$ cat config.mk
export PLATFORM = sky130hd
export DESIGN_NAME = adder_share_ctrl
export DESIGN_NICKNAME = d
export VERILOG_FILES = /design/src/rtl/adder_share_ctrl.sv
export SDC_FILE = /design/constraint.sdc
export NUM_CORES = 1
export LEC_CHECK = 0
export CAP_MARGIN = 20
export CORE_ASPECT_RATIO = 0.7
export CORE_UTILIZATION = 46
export CTS_BUF_LIST = sky130_fd_sc_hd__clkbuf_4 sky130_fd_sc_hd__clkbuf_8
export CTS_CLUSTER_SIZE = 30
export DETAILED_ROUTE_END_ITERATION = 8
export PLACE_DENSITY = 0.88
export SETUP_SLACK_MARGIN = 0.1
export SLEW_MARGIN = 0
export SYNTH_ARGS = -nofsm -noshare
export SYNTH_HDL_FRONTEND = slang
export SYNTH_SLANG_ARGS = --single-unit
$ cat constraint.sdc
create_clock -name clk -period 3.6 [get_ports clk]
set_input_delay 0.36 -clock clk [delete_from_list [all_inputs] [get_ports clk]]
set_output_delay 0.36 -clock clk [all_outputs]
set_load 0.01 [all_outputs]
$ cat src/rtl/adder_share_ctrl.sv
// Round-robin controller that time-shares one external DW-bit adder between two
// requesters, building DW*NPASS-bit add/sub results one slice per cycle, LSB first.
module adder_share_ctrl #(
    parameter  int DW    = 16,
    parameter  int NPASS = 2,
    localparam int OW    = DW * NPASS
) (
    input  logic            clk,
    input  logic            rst_n,
    input  logic [1:0]      req_valid,
    output logic [1:0]      req_ready,
    input  logic [1:0]      req_sub,
    input  logic [2*OW-1:0] req_a,
    input  logic [2*OW-1:0] req_b,
    output logic            rsp_valid,
    input  logic            rsp_ready,
    output logic            rsp_id,
    output logic [OW-1:0]   rsp_sum,
    output logic            rsp_cout,
    output logic            rsp_ovf,
    output logic            busy,
    output logic [DW-1:0]   adder_a,
    output logic [DW-1:0]   adder_b,
    output logic            adder_cin,
    input  logic [DW-1:0]   adder_sum,
    input  logic            adder_cout
);

    localparam int PW = (NPASS > 1) ? $clog2(NPASS) : 1;

    typedef enum logic [1:0] {
        IDLE = 2'd0,
        EXEC = 2'd1,
        RSP  = 2'd2
    } state_t;

    state_t          state_reg;
    logic            rr_reg;
    logic [PW-1:0]   pass_reg;
    logic            carry_reg;
    logic            sub_reg;
    logic            id_reg;
    logic [OW-1:0]   a_reg;
    logic [OW-1:0]   b_reg;
    logic [DW-1:0]   sum_slice_reg [NPASS];

    logic            grant;
    logic            accept;
    logic            in_exec;
    logic            in_rsp;
    logic            last_pass;
    logic [DW-1:0]   a_slice [NPASS];
    logic [DW-1:0]   b_slice [NPASS];

    // rr only arbitrates a tie; a lone requester always wins
    assign grant     = (req_valid == 2'b11) ? rr_reg : req_valid[1];
    assign accept    = (state_reg == IDLE) && (|req_valid);
    assign req_ready = accept ? (grant ? 2'b10 : 2'b01) : 2'b00;

    assign in_exec   = (state_reg == EXEC);
    assign in_rsp    = (state_reg == RSP);
    assign last_pass = (pass_reg == PW'(NPASS - 1));

    generate
        for (genvar gi = 0; gi < NPASS; gi++) begin : g_slice
            assign a_slice[gi] = a_reg[gi*DW +: DW];
            // subtraction is A + ~B + 1; the +1 enters as the initial carry
            assign b_slice[gi] = b_reg[gi*DW +: DW] ^ {DW{sub_reg}};
            assign rsp_sum[gi*DW +: DW] = sum_slice_reg[gi];

            always_ff @(posedge clk or negedge rst_n) begin
                if (!rst_n) begin
                    sum_slice_reg[gi] <= '0;
                end else if (in_exec && (pass_reg == PW'(gi))) begin
                    sum_slice_reg[gi] <= adder_sum;
                end
            end
        end
    endgenerate

    assign adder_a   = in_exec ? a_slice[pass_reg] : '0;
    assign adder_b   = in_exec ? b_slice[pass_reg] : '0;
    assign adder_cin = in_exec & carry_reg;

    assign rsp_valid = in_rsp;
    assign busy      = (state_reg != IDLE);
    assign rsp_id    = id_reg;
    assign rsp_cout  = in_rsp & carry_reg;
    assign rsp_ovf   = in_rsp
                     & (a_reg[OW-1] == (b_reg[OW-1] ^ sub_reg))
                     & (sum_slice_reg[NPASS-1][DW-1] != a_reg[OW-1]);

    always_ff @(posedge clk or negedge rst_n) begin
        if (!rst_n) begin
            state_reg <= IDLE;
            rr_reg    <= 1'b0;
            pass_reg  <= '0;
            carry_reg <= 1'b0;
            sub_reg   <= 1'b0;
            id_reg    <= 1'b0;
            a_reg     <= '0;
            b_reg     <= '0;
        end else begin
            case (state_reg)
                IDLE: begin
                    if (accept) begin
                        a_reg     <= grant ? req_a[2*OW-1:OW] : req_a[OW-1:0];
                        b_reg     <= grant ? req_b[2*OW-1:OW] : req_b[OW-1:0];
                        sub_reg   <= req_sub[grant];
                        id_reg    <= grant;
                        rr_reg    <= ~grant;
                        pass_reg  <= '0;
                        carry_reg <= req_sub[grant];
                        state_reg <= EXEC;
                    end
                end
                EXEC: begin
                    carry_reg <= adder_cout;
                    if (last_pass) begin
                        pass_reg  <= '0;
                        state_reg <= RSP;
                    end else begin
                        pass_reg  <= pass_reg + PW'(1);
                    end
                end
                RSP: begin
                    if (rsp_ready) begin
                        state_reg <= IDLE;
                    end
                end
                default: state_reg <= IDLE;
            endcase
        end
    end

endmodule
==> results.md <==
- Finish-stage setup viols: 0
- Yosys warnings: 0
- Detailed Route Iter0 Violations: 238
- Htree depth: 3
- Hold_buf cts: 0
- Largest net degree at the start of global routing: 73
- Vias in the first global route: 4155
- GRT Util Overall: 26.5%
- Clock Skew: 0.0131 ns
- Pwr Total: 6.37 mW
- Post-Synthesis Cells: 406
- Drt wl/cell: 19.6 um
- Worst setup startpoint: state_reg[1]$_DFFE_PN0P_
- RSZ-0062 raised after global routing: false
- Detailed placer's ending HPWL: 10500 um
- Gr ovfl total: 0
- CP Launch Type: flip-flop
- Die span in x: 126 um
- Post-synthesis register bit count: 103
- Number of detailed-route iterations in the first pass: 4
- Syn Area/Cell: 12.2 um^2
- Drt drc: 0
- Max IR drop VDD: 433 uV
- Ant diodes: 0
- Post-Syn Area: 4930 um^2
- Status: finished, final reports clean
- Critical path type: reg2out
- Total routed wirelength: 14700 um
- CP Max Fanout: 24
- Share of layout cells above drive strength 1: 10.9%
- Post-Synthesis Net Count: 558
- Filler cells: 728
- Fin. max-slew vios: 0
- Starting density of the core: 47.5%
- Via count: 4285
- Post-route cell area: 7380 um^2
- Clock-pin slew of the registers on the worst-case setup and hold paths: 0.10 ns
- Num CTS Buffers: 9
- Clk buf depth: 2
- Period utilisation layout: 80.8%
- Layout Cells excl Fill: 748
- Clk sinks: 103
- Cell Pwr Density: 862 nW/um^2
- Synth unique cells: 30
- Dpl cells: 732
- Data arrival time of the worst path: 2.55 ns
- Setup bufs post-CTS: 0
- Finished Core Util: 71.0%
- Flop2flop setup slack: 1.28 ns
- CTS tree: done
- Critical Path RT: 3.24 ns
- Seq. cell area: 2580 um^2
- Fmax: 344 MHz
- Clk_lat worst skew: 0.38 ns
- R2r startpoint: state_reg[0]$_DFFE_PN0P_
- Nets@finish: 763
- Via density: 5.73
- Slowest CP cell: clkdlybuf4s50_1
- Sequential share of the synthesized area: 52.2%
- Initial antenna violation count: 0
- Sequence of cells on the critical path: nand2b_1 -> buf_4 -> nor2_4 -> a22o_1 -> clkdlybuf4s50_1
- CP peak stage delay: 0.54 ns
- Post-place instance area: 7200 um^2
- Hold Vio Cnt, Final: 0
- Placeable Area: 10400 um^2
- CTS root buf: clkbuf_8
- Global placer's final weighted congestion: 0.824
- Row cnt: 31
- Layout area overhead: 49.7%
- Multi-input gate area: 2140 um^2
- First-pass GRT wire length: 22400 um
- Rel. slew slack: 34.2%
- IO buf count: 223
- Worst Tran Pin Value: 0.984 ns
- Max Cap Viol: 0
- Minimum clock period: 2.91 ns
- I/O pins: 224
- Leakage dissipation: 3.26 nW
- DRT antenna net count: 0
- Min-Delay Path Class: in2async
- Gates resized, CTS repair: 0
- Setup_tns: 0 ns
- Crit. End Element: primary output
- Die height: 88.6 um
- Total die area: 11100 um^2
-- final cells by class --
class,instances,share of cell area (%)
repair buffers,232,31.1
multi-input cells,261,29.0
flip-flops and latches,103,34.9
clock buffers,10,1.78
well taps,132,2.24
clock inverters,6,0.746
inverters,4,0.203
-- synth_stat cells --
cell type / count / area share, %
buf_4: 2 / 0.30
dfrtp_1: 103 / 52
buf_6: 5 / 1.1
nor4b_1: 1 / 0.18
clkbuf_1: 14 / 1.1
xnor2_1: 17 / 3.0
and3_1: 66 / 8.4
inv_2: 1 / 0.076
nor2_1: 20 / 1.5
nand3_1: 2 / 0.20
o21ai_0: 2 / 0.20
a211oi_1: 1 / 0.15
a22o_1: 16 / 2.8
a21oi_1: 2 / 0.20
buf_2: 17 / 1.7
nand2_1: 3 / 0.23
nor2_2: 1 / 0.13
nor2_4: 2 / 0.46
nand2b_1: 3 / 0.38
a21o_1: 1 / 0.15
a221o_1: 64 / 13
mux2i_1: 17 / 3.4
inv_1: 3 / 0.23
nor2b_1: 3 / 0.38
nor3b_1: 1 / 0.15
or2_2: 1 / 0.13
o211ai_1: 1 / 0.15
mux2_2: 32 / 7.3
and2_1: 4 / 0.51
nand4_1: 1 / 0.13
-- cell families after synthesis --
kind of cell | after synthesis | share of synthesized area [%]
AO/OA/AOI/OAI | 87 | 16.7
XOR/XNOR | 17 | 3.02
buffers and inverters | 42 | 4.54
flip-flops | 103 | 52.2
multiplexers | 49 | 10.8
AND/OR/NAND/NOR | 108 | 12.8
-- where the power goes --
| part | switching, mW | internal [mW] | leakage [nW] |
|---|---|---|---|
| Clock | 0.414 | 0.271 | 0.0899 |
| Combinational | 1.55 | 1.98 | 1.92 |
| Sequential | 0.404 | 1.74 | 1.25 |
| Total | 2.37 | 4.00 | 3.26 |
-- metrics by stage --
stage                     worst slack (ns)  hold WS, ns
after floorplan                       1.91       0.0644
after global placement                1.13        0.485
after detailed placement              1.04        0.495
after CTS                            0.664        0.132
after global routing                 0.553        0.164
final                                0.693        0.116
-- cells in the final DEF, fill, tap and decap left out, types with 3 or more instances in the layout --
cell type        Yosys  final
inv_1                3      3
dfrtp_1            103    103
nor2_1              20     20
clkbuf_8             0      9
mux2i_1             17     17
a221o_1             64     64
a22o_1              16     16
buf_4                2     10
mux2_2              32     32
and2_1               4      4
and3_1              66     65
nor2b_1              3      3
clkdlybuf4s50_1      0    222
xnor2_1             17     17
-- routing by layer --
layer	vias up	share of wire, %	global-route usage, %
li1	1971	-	-
met1	2076	43	34.1
met2	221	48	43.8
met3	17	8.1	7.62
met4	0	1.5	8.32
met5	-	0	0
-- critical path: cells and delay by family (launching register included) --
kind | cells | cell delay (ns)
buf+inv | 2 | 0.75
simple gates | 2 | 0.71
compound gates | 1 | 0.24
flops | 1 | 0.46
-- final timing paths --
check	to	depth (start not counted)
worst max-delay path	adder_a[0]	5
worst min-delay path	rsp_sum[22]$_DFFE_PN0P_	1
worst max register to register	a_reg[2]$_DFFE_PN0P_	4
worst min register to register	rsp_sum[20]$_DFFE_PN0P_	1
max in group asynchronous	b_reg[1]$_DFFE_PN0P_	2
min in group clk	rsp_sum[20]$_DFFE_PN0P_	1
(Power assumes the default switching activity.)
==> RTL edit: new RTL, same flow settings <==
Encoding of `state_t`: now one-hot (3 bits for 3 states).
--- a/src/rtl/adder_share_ctrl.sv
+++ b/src/rtl/adder_share_ctrl.sv
@@ -29,8 +29,8 @@
     localparam int PW = (NPASS > 1) ? $clog2(NPASS) : 1;
 
-    typedef enum logic [1:0] {
-        IDLE = 2'd0,
-        EXEC = 2'd1,
-        RSP  = 2'd2
+    typedef enum logic [2:0] {
+        IDLE = 3'b001,
+        EXEC = 3'b010,
+        RSP  = 3'b100
     } state_t;
 
Behaviour: same outputs for any inputs over 10 cycles, from zero or initial values and one cycle with rst_n low; not proved beyond that.
==> RTL edit against the original RTL <==
Total power shrank 8.2%. Largest power group unchanged. Largest cell class unchanged. Sequential cell count grew 1. Setup slack gained 19 ps. Wire length shrank 3.8%. Highest routed layer unchanged. Clock power grew 8.2%. Synthesized area grew 0.13%. Design area grew 0.66%. Via count shrank 2.6%.
==> RTL edit: results (changes against the original RTL) <==
- Register-to-Register Path Depth: 5 (+1)
* Routed length on met2: 6.71 mm (-3.9%)
* Fraction of synthesized area in multiplexers: 10.7% (-0.014 points)
- The most critical setup path has its startpoint at sub_reg.
- Met2 layer usage reported by global route: 44.1% (+0.35 points)
* Number of sequential cells in the layout: 104 (+0.97%)
* Buffers excl. clock: 234 (+0.86%)
- The fraction of power spent switching nets came to 35.5% (-1.7 points).
- Synthesized-area fraction occupied by ao, oa, aoi and oai cells: 25.3% (+8.6 points)
* DRT Wirelength: 14.1 mm (-3.8%)
- Inverters: 2 (-2)
- Maximum number of pins on one net before global-route repair: 66 (-9.6%)
* Slew at the pin with the worst max-slew slack: 959 ps (-24.7 ps)
- Among cell families on the critical path, the largest total delay comes from flip-flops.
* Worst VDD drop: 0.343 mV (-21%)
* Via count of the first global-routing pass: 4339 (+4.4%)
- Run status: finished clean
- Count of clock-net buffers in the final layout: 9 (-1)
- By area the synthesized netlist is led by dfrtp_1 52%, a22o_1 14%, a21o_1 10%.
* Most used standard cells in the synthesized netlist: 103 x dfrtp_1, 80 x a22o_1, 66 x a21o_1
- Hold-fix buffers at CTS: 1 (+1)
- The met3 layer usage reported by global route is 7.68% (+0.060 points).
* Detailed Place HPWL: 10.0 mm (-4.9%)
- Min-Delay Path Class: reg2reg
* Post-layout nets: 761 (-0.26%)
- The insertion delay to the later sink of the worst-skew pair is 360 ps (-20 ps).
* First-pass GRT wire length: 22.1 mm (-1.3%)
- The power density normalized to cell area was 786 mW/mm2 (-8.9%).
* Total combinational power: 2.95 mW (-17%)
* Met1 layer wirelength in the final routing: 6.03 mm (-4.2%)
* Place WS: 1120 ps (+81.1 ps)
* Met1 Resource Use GR: 32.3% (-1.8 points)
- FF-to-FF Start: state_reg[0]
[RTL edit: cell types whose count changed in the layout (fill, tap and decap cells not counted), moves of 3 or more]
cell	unedited run	this run
and3_1	65	3
xnor2_1	17	1
inv_6	0	3
xor2_1	0	16
and2_1	4	1
a22o_1	16	80
a221o_1	64	0
a21o_1	1	66
nand2_1	2	5
[RTL edit: worst max path at each step]
stage	end	cells after the start
2_1_floorplan	b_reg[24]	6
3_3_place_gp	rsp_ovf	5
4_1_cts	rsp_ovf	5
6_report	rsp_ovf	5
5_1_grt	rsp_ovf	5
3_5_place_dp	rsp_ovf	5
[RTL edit: per-stage QoR]
| step | std cells | util, % | power (mW) |
|---|---|---|---|
| CTS | 746 | 71.5 | 5.89 |
| floorplan | 399 | - | 3.95 |
| finish | 746 | 71.5 | 5.84 |
| global placement | 729 | 69.5 | 5.00 |
| global route | 746 | 71.5 | 6.22 |
| detailed placement | 729 | 69.5 | 5.12 |
